<file path="src/rtl/acc_icb_loader.sv">
// acc_icb_loader: ICB master that copies a block of words from system memory into the
// accelerator's SRAM window, one transaction at a time, then optionally kicks its CTRL register.
module acc_icb_loader #(
  parameter int            AW        = 32,
  parameter int            DW        = 32,
  parameter int            LEN_W     = 16,
  parameter logic [AW-1:0] CTRL_ADDR = AW'(32'h1010_0004)
) (
  input  logic             clk,
  input  logic             rst_n,
  input  logic             start,
  input  logic [AW-1:0]    src_addr,
  input  logic [AW-1:0]    dst_addr,
  input  logic [LEN_W-1:0] len_words,
  input  logic             kick_en,
  input  logic [DW-1:0]    kick_data,
  output logic             busy,
  output logic             done,
  output logic             err,
  output logic             m_icb_cmd_valid,
  input  logic             m_icb_cmd_ready,
  output logic [AW-1:0]    m_icb_cmd_addr,
  output logic             m_icb_cmd_read,
  output logic [DW-1:0]    m_icb_cmd_wdata,
  output logic [DW/8-1:0]  m_icb_cmd_wmask,
  input  logic             m_icb_rsp_valid,
  output logic             m_icb_rsp_ready,
  input  logic             m_icb_rsp_err,
  input  logic [DW-1:0]    m_icb_rsp_rdata
);

  localparam int MW = DW / 8;

  typedef enum logic [2:0] {
    IDLE, RD_CMD, RD_RSP, WR_CMD, WR_RSP, KICK_CMD, KICK_RSP, FIN
  } state_t;

  state_t           state_q, state_d;
  logic [AW-1:0]    src_q, src_d, dst_q, dst_d;
  logic [LEN_W-1:0] cnt_q, cnt_d, cnt_dec;
  logic [DW-1:0]    data_q, data_d, kick_data_q, kick_data_d;
  logic             kick_en_q, kick_en_d;
  logic             err_q, err_d, busy_q, busy_d, done_q, done_d;
  logic             cmd_valid_q, cmd_valid_d, cmd_read_q, cmd_read_d;
  logic [AW-1:0]    cmd_addr_q, cmd_addr_d;
  logic [DW-1:0]    cmd_wdata_q, cmd_wdata_d;
  logic [MW-1:0]    cmd_wmask_q, cmd_wmask_d;

  assign cnt_dec = cnt_q - LEN_W'(1);

  // Next-state logic; command outputs are decoded from the next state so they come out of flops.
  // A start coinciding with the done pulse is blocked by the done_q term.
  always_comb begin
    state_d     = state_q;
    src_d       = src_q;
    dst_d       = dst_q;
    cnt_d       = cnt_q;
    data_d      = data_q;
    kick_en_d   = kick_en_q;
    kick_data_d = kick_data_q;
    err_d       = err_q;
    busy_d      = busy_q;
    done_d      = (state_q == FIN);

    case (state_q)
      IDLE: begin
        if (start && !done_q) begin
          src_d       = src_addr;
          dst_d       = dst_addr;
          cnt_d       = len_words;
          kick_en_d   = kick_en;
          kick_data_d = kick_data;
          err_d       = 1'b0;
          busy_d      = 1'b1;
          if (len_words != '0)  state_d = RD_CMD;
          else if (kick_en)     state_d = KICK_CMD;
          else                  state_d = FIN;
        end
      end
      RD_CMD: if (m_icb_cmd_ready) state_d = RD_RSP;
      RD_RSP: begin
        if (m_icb_rsp_valid) begin
          data_d = m_icb_rsp_rdata;
          if (m_icb_rsp_err) begin
            err_d   = 1'b1;
            state_d = FIN;
          end else begin
            state_d = WR_CMD;
          end
        end
      end
      WR_CMD: if (m_icb_cmd_ready) state_d = WR_RSP;
      WR_RSP: begin
        if (m_icb_rsp_valid) begin
          if (m_icb_rsp_err) begin
            err_d   = 1'b1;
            state_d = FIN;
          end else begin
            src_d = src_q + AW'(4);
            dst_d = dst_q + AW'(4);
            cnt_d = cnt_dec;
            if (cnt_dec != '0)   state_d = RD_CMD;
            else if (kick_en_q)  state_d = KICK_CMD;
            else                 state_d = FIN;
          end
        end
      end
      KICK_CMD: if (m_icb_cmd_ready) state_d = KICK_RSP;
      KICK_RSP: begin
        if (m_icb_rsp_valid) begin
          if (m_icb_rsp_err) err_d = 1'b1;
          state_d = FIN;
        end
      end
      FIN: begin
        busy_d  = 1'b0;
        state_d = IDLE;
      end
      default: state_d = IDLE;
    endcase

    cmd_valid_d = 1'b0;
    cmd_read_d  = cmd_read_q;
    cmd_addr_d  = cmd_addr_q;
    cmd_wdata_d = cmd_wdata_q;
    cmd_wmask_d = '0;
    case (state_d)
      RD_CMD: begin
        cmd_valid_d = 1'b1;
        cmd_read_d  = 1'b1;
        cmd_addr_d  = src_d;
        cmd_wmask_d = '1;
      end
      WR_CMD: begin
        cmd_valid_d = 1'b1;
        cmd_read_d  = 1'b0;
        cmd_addr_d  = dst_d;
        cmd_wdata_d = data_d;
        cmd_wmask_d = '1;
      end
      KICK_CMD: begin
        cmd_valid_d = 1'b1;
        cmd_read_d  = 1'b0;
        cmd_addr_d  = CTRL_ADDR;
        cmd_wdata_d = kick_data_d;
        cmd_wmask_d = '1;
      end
      default: ;
    endcase
  end

  always_ff @(posedge clk or negedge rst_n) begin
    if (!rst_n) begin
      state_q     <= IDLE;
      src_q       <= '0;
      dst_q       <= '0;
      cnt_q       <= '0;
      data_q      <= '0;
      kick_en_q   <= 1'b0;
      kick_data_q <= '0;
      err_q       <= 1'b0;
      busy_q      <= 1'b0;
      done_q      <= 1'b0;
      cmd_valid_q <= 1'b0;
      cmd_read_q  <= 1'b0;
      cmd_addr_q  <= '0;
      cmd_wdata_q <= '0;
      cmd_wmask_q <= '0;
    end else begin
      state_q     <= state_d;
      src_q       <= src_d;
      dst_q       <= dst_d;
      cnt_q       <= cnt_d;
      data_q      <= data_d;
      kick_en_q   <= kick_en_d;
      kick_data_q <= kick_data_d;
      err_q       <= err_d;
      busy_q      <= busy_d;
      done_q      <= done_d;
      cmd_valid_q <= cmd_valid_d;
      cmd_read_q  <= cmd_read_d;
      cmd_addr_q  <= cmd_addr_d;
      cmd_wdata_q <= cmd_wdata_d;
      cmd_wmask_q <= cmd_wmask_d;
    end
  end

  assign busy            = busy_q;
  assign done            = done_q;
  assign err             = err_q;
  assign m_icb_cmd_valid = cmd_valid_q;
  assign m_icb_cmd_read  = cmd_read_q;
  assign m_icb_cmd_addr  = cmd_addr_q;
  assign m_icb_cmd_wdata = cmd_wdata_q;
  assign m_icb_cmd_wmask = cmd_wmask_q;
  assign m_icb_rsp_ready = (state_q == RD_RSP) || (state_q == WR_RSP) || (state_q == KICK_RSP);

endmodule

</file>
<file path="config.mk">
export PLATFORM = sky130hd
export DESIGN_NAME = acc_icb_loader
export DESIGN_NICKNAME = d
export VERILOG_FILES = /design/src/rtl/acc_icb_loader.sv
export SDC_FILE = /design/constraint.sdc
export NUM_CORES = 1
export LEC_CHECK = 0
export BUFFER_PORTS_ARGS = -buffer_cell sky130_fd_sc_hd__buf_2
export CORE_MARGIN = 5
export CORE_UTILIZATION = 55
export CTS_CLUSTER_DIAMETER = 150
export DETAILED_ROUTE_END_ITERATION = 10
export PLACE_DENSITY_LB_ADDON = 0.15
export SLEW_MARGIN = 20
export SYNTH_ARGS = -nofsm -noshare
export SYNTH_HDL_FRONTEND = slang
export SYNTH_SLANG_ARGS = --single-unit
</file>
<file path="constraint.sdc">
create_clock -name clk -period 8.5 [get_ports clk]
set_input_delay 0 -clock clk [delete_from_list [all_inputs] [get_ports clk]]
set_output_delay 0 -clock clk [all_outputs]
set_load 0.02 [all_outputs]
</file>
* Yosys cells after proc, flatten, opt, wreduce, memory -nomap -nowiden
Cells that the tools add are included.
Operators by class: add/sub/neg operators 3, eq/ne operators 15, mux-type cells 41, reduce and logical (&&, ||, !) cells 20
Operators with widths (count):
- $mux 32 | 10
- $pmux 32 s2 | 3
- $pmux 32 s3 | 1
- $add 32x3->32 const B | 2
- $mux 16 | 3
- $mux 3 | 11
- $pmux 16 s2 | 1
- $reduce_bool 16->1 | 2
- $pmux 3 s8 | 1
- $sub 16x1->16 const B | 1
- $eq 3x3->1 const B | 5
- $reduce_bool 2->1 | 5
- $eq 3x2->1 const B | 3
- $reduce_and 4->1 | 2
- $eq 3x1->1 const B | 2
- $ne 2x2->1 const B | 3
- $pmux 1 s2 | 3
- $reduce_or 3->1 | 2
- $mux 1 | 5
- $mux 2 | 2
- $mux 4 | 1
- $ne 2x1->1 const B | 2
- $reduce_and 2->1 | 2
- $logic_not 3->1 | 1
- other kinds (5) | 6
Storage, ports and cells: register bits after elaboration 221, input port bits 151, output and inout bits 74, word-level logic and storage cells 94

* Logic depth before layout (Yosys ltp)
Gate-level depths: netlist of the first run.
depth after elaboration 9, mapped depth 13, gate-level depth less buffers 10

* Worst setup path after synthesis of the first run
Ideal clock, no wire load.
kind reg-to-reg, start point register cnt_q[0], end point register cmd_addr_q[28] (netlist: m_icb_cmd_addr[28]), library setup time 0.125 ns, data arrival time 2.719 ns, data required time 8.375 ns, path slack 5.656 ns, stages on the path, launching flop included 14, path buffers 3, clock period less this slack 2.844 ns, cells stage by stage dfrtp_1 > buf_2 > inv_1 > ha_1 > buf_2 > o21bai_1 > a311o_1 > a31oi_1 > and4b_2 > nor2_4 > o21ai_4 > inv_4 > buf_6 > mux2_4
Between the ends: cells in the longest elaborated chain, start to end 8, elaborated cells between the ends (all ways) 11, classes of those cells add/sub (1); eq/ne (3); mux (5); reduce/logical (2)
RTL lines:
- from (decl) | RTL line 40 | logic [LEN_W-1:0] cnt_q, cnt_d, cnt_dec;
- from (signal assigned) | RTL line 173 | cnt_q <= cnt_d;
- $sub 16x1->16 * | RTL line 49 | assign cnt_dec = cnt_q - LEN_W'(1);
- $reduce_bool 16->1 * | RTL line 102 | if (cnt_dec != '0) state_d = RD_CMD;
- $mux 3 * | RTL line 102
- $mux 3 * | RTL line 95 | if (m_icb_rsp_err) begin
- $mux 3 * | RTL line 94 | if (m_icb_rsp_valid) begin
- $pmux 3 s8 * | RTL line 65 | case (state_q)
- $eq 3x3->1, or another cell as far along | RTL line 127 | case (state_d)
- $pmux 32 s3 or $reduce_bool 3->1 (tied branches)
- to (signal assigned) | RTL line 182 | cmd_addr_q <= cmd_addr_d;
- to (decl) | RTL line 45 | logic [AW-1:0] cmd_addr_q, cmd_addr_d;
Mark *: on every way between the ends. The rest lies on a longest branch, timed or not. A chain may end at the register's enable or synchronous reset.

* Final worst setup path of the first run
start point register state_q[0], end point register cmd_addr_q[8] (netlist: m_icb_cmd_addr[8])
Between the ends: cells in the longest elaborated chain, start to end 4, elaborated cells between the ends (all ways) 23, classes of those cells eq/ne (10); mux (11); reduce/logical (2)
RTL lines:
- from (decl) | RTL line 38 | state_t state_q, state_d;
- from (signal assigned) | RTL line 170 | state_q <= state_d;
- $eq 3x3->1, or another cell as far along | RTL line 65
- $pmux 3 s8 | RTL line 65
- $eq 3x3->1, or another cell as far along | RTL line 127
- $pmux 32 s3 or $reduce_bool 3->1 (tied branches)
Several ways; a longest one is shown, not always the timed one.

==> impl_metrics.toml, run 1 <==
[clocking]
clk_pin_slew_ns = 0.06
clk_latency_ns = 0.52
numCtsBuffers = 24
cts.sinks = 217
cts_resized = 0
cts_tree = "yes"
htree_levels = 1
cts-root-buf = "clkbuf_16"
post_cts_buffers = 0
cts_hold_buffers = 138
cts_buffer_depth = 3

[timing]
setup_tns_ns = 0
setup_viol = 0
post-route-period-util_pct = 47.6
drv_slew = 0
tightest_slew_ns = 0.997
fin_hold_ws_ns = 0.0280
rsz0062_at_grt = "no"
min_period_ns = 4.04
hold_viol_final = 0
fin_skew_ns = 0.0176
fmaxAchievable_ghz = 0.247
setup_ws_ns = 4.46
slew_headroom_pct = 33.3

[worst_setup_path]
path_cells = "nor2_4 > buf_4 > nand3_2 > buf_4 > o22ai_1 > a31oi_2 > nand2_1 > o211a_1 > a31o_2"
worstSetupStartpointType = "flip-flop"
arrival_ns = 4.45
cp.buffers_inverters = 2
worstPathRequired_ns = 8.91
worst-r2r-setup-slack_ns = 4.46
reg2reg_depth = 9
crit_type = "flip-flop to flip-flop"
path_delay_family = "compound AO/OA/AOI/OAI gates"
cp-end-kind = "flip-flop"
critical_path_peak_fanout = 61
r2r_start = "state_q[0]"
r2r_end = "m_icb_cmd_addr[8]"
cp_common_cell = "buf_4"
max_stage_delay_ns = 0.81
cp_slowest_cell = "a31oi_2"

[synth]
yosysSeqAreaShare_pct = 47.8
synth_area_per_cell_sq_um = 9.62
synth_area_leaders = "dfrtp_1 48%, nand2_1 7.3%, mux2i_1 6.1%"
ys_warn_count = 0
synthArstFlopShare_pct = 100
synth_top_area_share_pct = 47.8
ys_ff_latch = 217
synth_edf_count = 0
synth_nets = 1336
syn_inst = 1181
synthFlopType = "dfrtp_1"
synth_area_sq_um = 11400
synthTopCellsByCount = "222 x nand2_1, 217 x dfrtp_1, 72 x o21ai_0, 69 x mux2i_1, 61 x a21oi_1"
synth_area_leader_cell = "dfrtp_1"
yosysUniqueCellTypes = 78
yosys.cell_count.top_type = "nand2_1"

[floorplanning]
ioPinCount = 225
die_x_um = 154
start_util_pct = 56.0
die-area_sq_um = 23600
fp-row-count = 52
die_h_um = 154
core_area_sq_um = 20300

[cells_and_area]
fin_cells = 1784
drive_gt1_share_pct = 23.9
syn_to_final_growth_pct = 30.3
nets = 1651
seqCellArea_sq_um = 5430
final.fill_count = 1508
multi_input_area_sq_um = 5510

[drt]
antenna_left = 0
via_count = 10907
post-route-drc-count = 0
vias_per_cell = 6.11
drt-total-wl_um = 37800
firstDrtPassIters = 5
routedWlPerCell_um = 21.2
drt_iter0_drc = 1059

[status]
status = "completed"

[pwr]
power_density_nw_per_um2 = 379
p_total_uw = 5610
vdd_drop_max_v = 0.000222
cellLeakagePower_uw = 0.00669

[place]
place_hpwl_um = 23600
portBuffers = 224
placed_cells = 1602
place_ws_ns = 4.55
gp_congestion = 0.888

[global_routing]
grtUsageTotal_pct = 31.1
grt_pass1_vias = 10844
antenna_found_initial = 1
grt_start_max_net_pins = 96
grt_pass1_wl_um = 59600
grt.overflow.total = 0

[worst_hold_path]
min_path_type = "input port to flip-flop"
hp-start = "src_addr[15]"
hold_depth = 4
hold_path_end = "src_q[15]"

[run]
drv_cap = 0
flip-flops by register name (all words and copies together) (netlist names):
name             count
m_icb_cmd_addr      32
m_icb_cmd_wmask      1
err                  1
data_q              32
state_q              3
done                 1
cnt_q               16
kick_en_q            1
kick_data_q         32
m_icb_cmd_read       1
dst_q               32
busy                 1
src_q               32
m_icb_cmd_wdata     32
final cells by class:
type / instances / area share, %
inverter: 16 / 0.423
tap: 270 / 2.28
multi-input combinational: 861 / 37.2
timing repair buffer: 376 / 17.7
clock buffer: 32 / 4.81
sequential: 217 / 36.7
clock inverter: 11 / 0.921
antenna: 1 / 0.0169
cell families (layout without fill, tap and decap cells):
kind of cell / after synthesis / in the layout / synth area share (%)
AND/OR/NAND/NOR: 433 / 433 / 18.8
AO/OA/AOI/OAI: 306 / 306 / 18.1
flip-flops: 217 / 217 / 47.8
multiplexers: 111 / 111 / 10.3
buffers and inverters: 103 / 435 / 4.08
XOR/XNOR: 7 / 7 / 0.540
adder cells (fa/ha/maj): 4 / 4 / 0.440
other: 0 / 1 / 0
layer usage:
metal | track usage [%] | part of all wire, % | vias up
met3 | 7.70 | 11 | 98
met1 | 41.7 | 39 | 5250
met2 | 50.1 | 47 | 601
met4 | 10.5 | 3.3 | 0
met5 | 0 | 0 | -
li1 | - | - | 4958
worst reg2reg max path: cells and delay by family, from the launching register on:
family / cells / cell delay (ns)
AOI/OAI and AO/OA: 4 / 1.56
buffers and inverters: 2 / 0.88
DFF: 1 / 0.61
and+or+nand+nor: 3 / 0.89
how the worst max path moves through the flow:
stage | startpoint | to | slack (ns) | depth (start not counted)
after floorplan | cnt_q[0] | m_icb_cmd_addr[28] | 5.66 | 13
after global placement | state_q[0] | m_icb_cmd_addr[8] | 4.67 | 9
after detailed placement | state_q[0] | m_icb_cmd_addr[8] | 4.55 | 9
after CTS | state_q[0] | m_icb_cmd_addr[8] | 4.53 | 9
after global routing | state_q[0] | m_icb_cmd_addr[8] | 4.21 | 9
final | state_q[0] | m_icb_cmd_addr[8] | 4.46 | 9
stage by stage:
stage | util, % | area, sq um
after floorplan | - | 11400
after global placement | 61.9 | 12600
after detailed placement | 61.9 | 12600
after CTS | 72.9 | 14800
after global routing | 72.9 | 14800
final | 72.9 | 14800
cells in the final DEF (no fill, tap or decap), types with 7 or more instances in the layout:
master,netlist,final
buf_2,27,223
nand2_1,222,222
dfrtp_1,217,216
dlygate4sd3_1,0,138
o21ai_0,72,71
mux2i_1,69,69
a21oi_1,61,61
nor2_1,48,47
mux2_2,41,41
o22ai_1,40,40
nand3_1,33,32
nand4_1,28,28
clkbuf_16,0,25
a22oi_1,18,18
o22a_1,18,18
inv_1,14,14
buf_4,7,14
nor3_1,14,13
o2bb2ai_1,13,13
and3_1,13,12
nor4_1,11,10
nand2b_1,8,8
a31oi_1,8,8
a32o_1,8,8
and4_1,7,7
report_power, final:
part / internal, uW / switching, uW / leakage (uW)
clock network: 678 / 438 / 0.000423
logic: 974 / 1620 / 0.00359
registers: 1500 / 396 / 0.00268
total: 3160 / 2460 / 0.00669
No activity file was read; power rests on OpenSTA's default activity.
==> run 2: changes to the inputs <==
Settings changed: ABC_AREA set to 1.
Clock period 8.5 ns to 4.2 ns, I/O delays scaled along.
==> run 2 against run 1 <==
Effect of this change: non-clock buffer count is 15 higher; fmax up 3.8%; critical path depth increased by 10; clock skew hardly changed; count of clock-buffer cells in the layout rose by 5; total power grew 120%; register-to-register slack worse by 4.2 ns; worst setup slack got worse by 4.2 ns; combinational power is 150% higher; routed wire length rose by 5.6%; global-route usage is 0.63 points higher; sequential power up 100%.
==> impl_metrics.toml, run 2 <==
[status]
status = "completed"

[clocking]
numCtsBuffers = 25
cts_buffer_depth = 3
cts_resized = 0
clk_pin_slew_ns = 0.06
cts_tree = "yes"
cts.sinks = 217
htree_levels = 1
cts-root-buf = "clkbuf_16"
clk_latency_ns = 0.54

[worst_setup_path]
arrival_ns = 4.32
worst-r2r-setup-slack_ns = 0.30
path_delay_family = "simple AND/OR/NAND/NOR gates"
max_stage_delay_ns = 0.45
worstSetupStartpointType = "flip-flop"
worstPathRequired_ns = 4.62
cp_slowest_cell = "nand3_4"
critical_path_peak_fanout = 32
cp-end-kind = "flip-flop"
crit_type = "flip-flop to flip-flop"
cp_common_cell = "nand2_1"
path_cells = "inv_1 > ha_1 > nand2_2 > nor2_2 > nand2_1 > nand2_1 > nor2_1 > nand2_1 > nor2_1 > nand3_1 > nand2_1 > nand3_2 > nand2_4 > inv_2 > nand3_4 > nand2_2 > inv_2 > nand2_1 > nand2_1"
cp.buffers_inverters = 3

[global_routing]
grt_pass1_vias = 12685
grt_pass1_wl_um = 63500
antenna_found_initial = 2
grt_start_max_net_pins = 91
grtUsageTotal_pct = 31.8
grt.overflow.total = 0

[cells_and_area]
nets = 2136
drive_gt1_share_pct = 17.3
final.fill_count = 1719
final_cell_mix = "398 x nand2_1, 259 x inv_1, 223 x buf_2, 217 x dfrtp_1, 160 x nand3_1"
final_common_cell = "nand2_1"
design_area_sq_um = 15600
syn_to_final_growth_pct = 30.1
fin_util_pct = 72.1

[place]
place_hpwl_um = 26000
gp_congestion = 0.991
place_ws_ns = 0.273
portBuffers = 224
placed_cell_area_sq_um = 13300

[floorplanning]
start_util_pct = 55.4
die_x_um = 158
die_h_um = 158
ioPinCount = 225
core_area_sq_um = 21700
die-area_sq_um = 24900
fp-row-count = 54

[synth]
syn_inst = 1639
synthTopCellsByCount = "398 x nand2_1, 259 x inv_1, 217 x dfrtp_1, 160 x nand3_1, 127 x nor2_1"
synthArstFlopShare_pct = 100
yosys.cell_count.top_type = "nand2_1"
synth_adder_area_share_pct = 0.416
yosysUniqueCellTypes = 44
synth_compound_area_share_pct = 13.5
synthMuxAreaShare_pct = 0
synth_area_leader_cell = "dfrtp_1"
synth_area_leaders = "dfrtp_1 45%, nand2_1 12%, inv_1 8.1%"
synth_area_sq_um = 12000
synthXorXnorAreaFrac_pct = 0.656
synth_area_per_cell_sq_um = 7.33
synthFlopType = "dfrtp_1"
ys_ff_latch = 217
ys_warn_count = 0
synth_nets = 1794
synth_top_area_share_pct = 45.2
synthSimpleGateAreaFrac_pct = 29.0
yosysSeqAreaShare_pct = 45.2
synth_top_family_by_area = "simple AND/OR/NAND/NOR gates"
synth_edf_count = 0

[pwr]
power_frac_clock_pct = 18.1
cellLeakagePower_uw = 0.00782
vdd_drop_max_v = 0.000567
power_switching_share_pct = 47.8
internal-power_uw = 6530
p_switching_uw = 5990
p_total_uw = 12500
seqPwrFrac_pct = 30.6
power_density_nw_per_um2 = 801
combPwrFrac_pct = 51.4

[run]
drv_cap = 0

[timing]
setup_ws_ns = 0.304
min_period_ns = 3.90
drv_slew = 0
tightest_slew_ns = 0.777
post-route-period-util_pct = 92.8
rsz0062_at_grt = "no"
fmaxAchievable_ghz = 0.257
fin_skew_ns = 0.0171
setup_viol = 0
hold_viol_final = 0
slew_headroom_pct = 48.0
setup_tns_ns = 0

[drt]
firstDrtPassIters = 5
antenna_left = 0
vias_per_cell = 5.51
drt-total-wl_um = 39900
via_count = 12580
post-route-drc-count = 0
routedWlPerCell_um = 17.5
drt_iter0_drc = 863

[worst_hold_path]
min_path_type = "input port to flip-flop"
run 2: cell types whose count changed in the layout (fill, tap and decap cells not counted), moves of 13 or more:
cell	before	now
mux2i_1	69	0
o2bb2ai_1	13	0
o22ai_1	40	8
nand3_1	32	160
o21ai_0	71	125
inv_1	14	259
nand2_1	222	398
nor2_1	47	127
nor3_1	13	27
o22a_1	18	0
or2_2	3	36
a221oi_1	0	21
mux2_2	41	0
run 2: area by class of cell:
type	count	area (sq um)	share of cell area [%]
Antenna cell	2	5.00	0.0320
Inverter	267	1000	6.41
Clock buffer	37	741	4.74
Timing Repair Buffer	391	2760	17.6
Sequential cell	217	5430	34.7
Multi-Input combinational cell	1079	5240	33.5
Tap cell	280	350	2.24
Clock inverter	9	113	0.720
run 2: routing by layer:
metal	vias to the layer above	GRT usage (%)	share of wire (%)
li1	5982	-	-
met1	5922	40.2	40
met2	554	53.7	48
met3	122	6.18	7.7
met4	0	12.8	4.4
met5	-	0	0
run 2: power groups by stage:
stage	Combinational, uW	Sequential (uW)	Clock, uW
2_1_floorplan	4090	4080	0
3_5_place_dp	6170	3810	0
3_3_place_gp	6050	3790	0
5_1_grt	7170	3930	2370
6_report	6430	3830	2260
4_1_cts	6320	3790	2280
run 2: kinds of logic (layout without fill, tap and decap cells):
family / count (synthesis) / after routing
other: 0 / 2
AND/OR/NAND/NOR: 793 / 793
adder cells (fa/ha/maj): 4 / 4
XOR/XNOR: 9 / 9
flip-flops: 217 / 217
buffers and inverters: 343 / 704
AO/OA/AOI/OAI: 273 / 273
run 2: repair_timing:
action / 4_1_cts / 5_1_grt
endpoints found under the setup margin: 0 / 0
hold buffers: 149 / 0
buffers inserted: 0 / 0
hold endpoints to repair: 278 / 0
run 2: through the flow:
step	hold slack, ns	std cells
2_1_floorplan	-0.296	1639
6_report	0.0505	2282
4_1_cts	0.0214	2280
3_5_place_dp	0.0654	2085
5_1_grt	0.0484	2282
3_3_place_gp	0.0652	2085
run 2: final timing paths:
check,start,to,depth (start not counted)
worst max-delay path,cnt_q[0],m_icb_cmd_wdata[16],19
worst min-delay path,m_icb_rsp_valid,state_q[1],5
worst max register to register,cnt_q[0],m_icb_cmd_wdata[16],19
worst min register to register,m_icb_cmd_wdata[10],m_icb_cmd_wdata[10],2
max in group asynchronous,rst_n,m_icb_cmd_wdata[19],3
min in group asynchronous,rst_n,cnt_q[2],2
run 2: worst reg2reg max path, stage by stage, from the launching register on:
cell	delay, ns
dfrtp_1	0.39
inv_1	0.11
ha_1	0.23
nand2_2	0.13
nor2_2	0.20
nand2_1	0.07
nand2_1	0.09
nor2_1	0.05
nand2_1	0.08
nor2_1	0.05
nand3_1	0.16
nand2_1	0.09
nand3_2	0.10
nand2_4	0.08
inv_2	0.42
nand3_4	0.45
nand2_2	0.45
inv_2	0.37
nand2_1	0.19
nand2_1	0.08
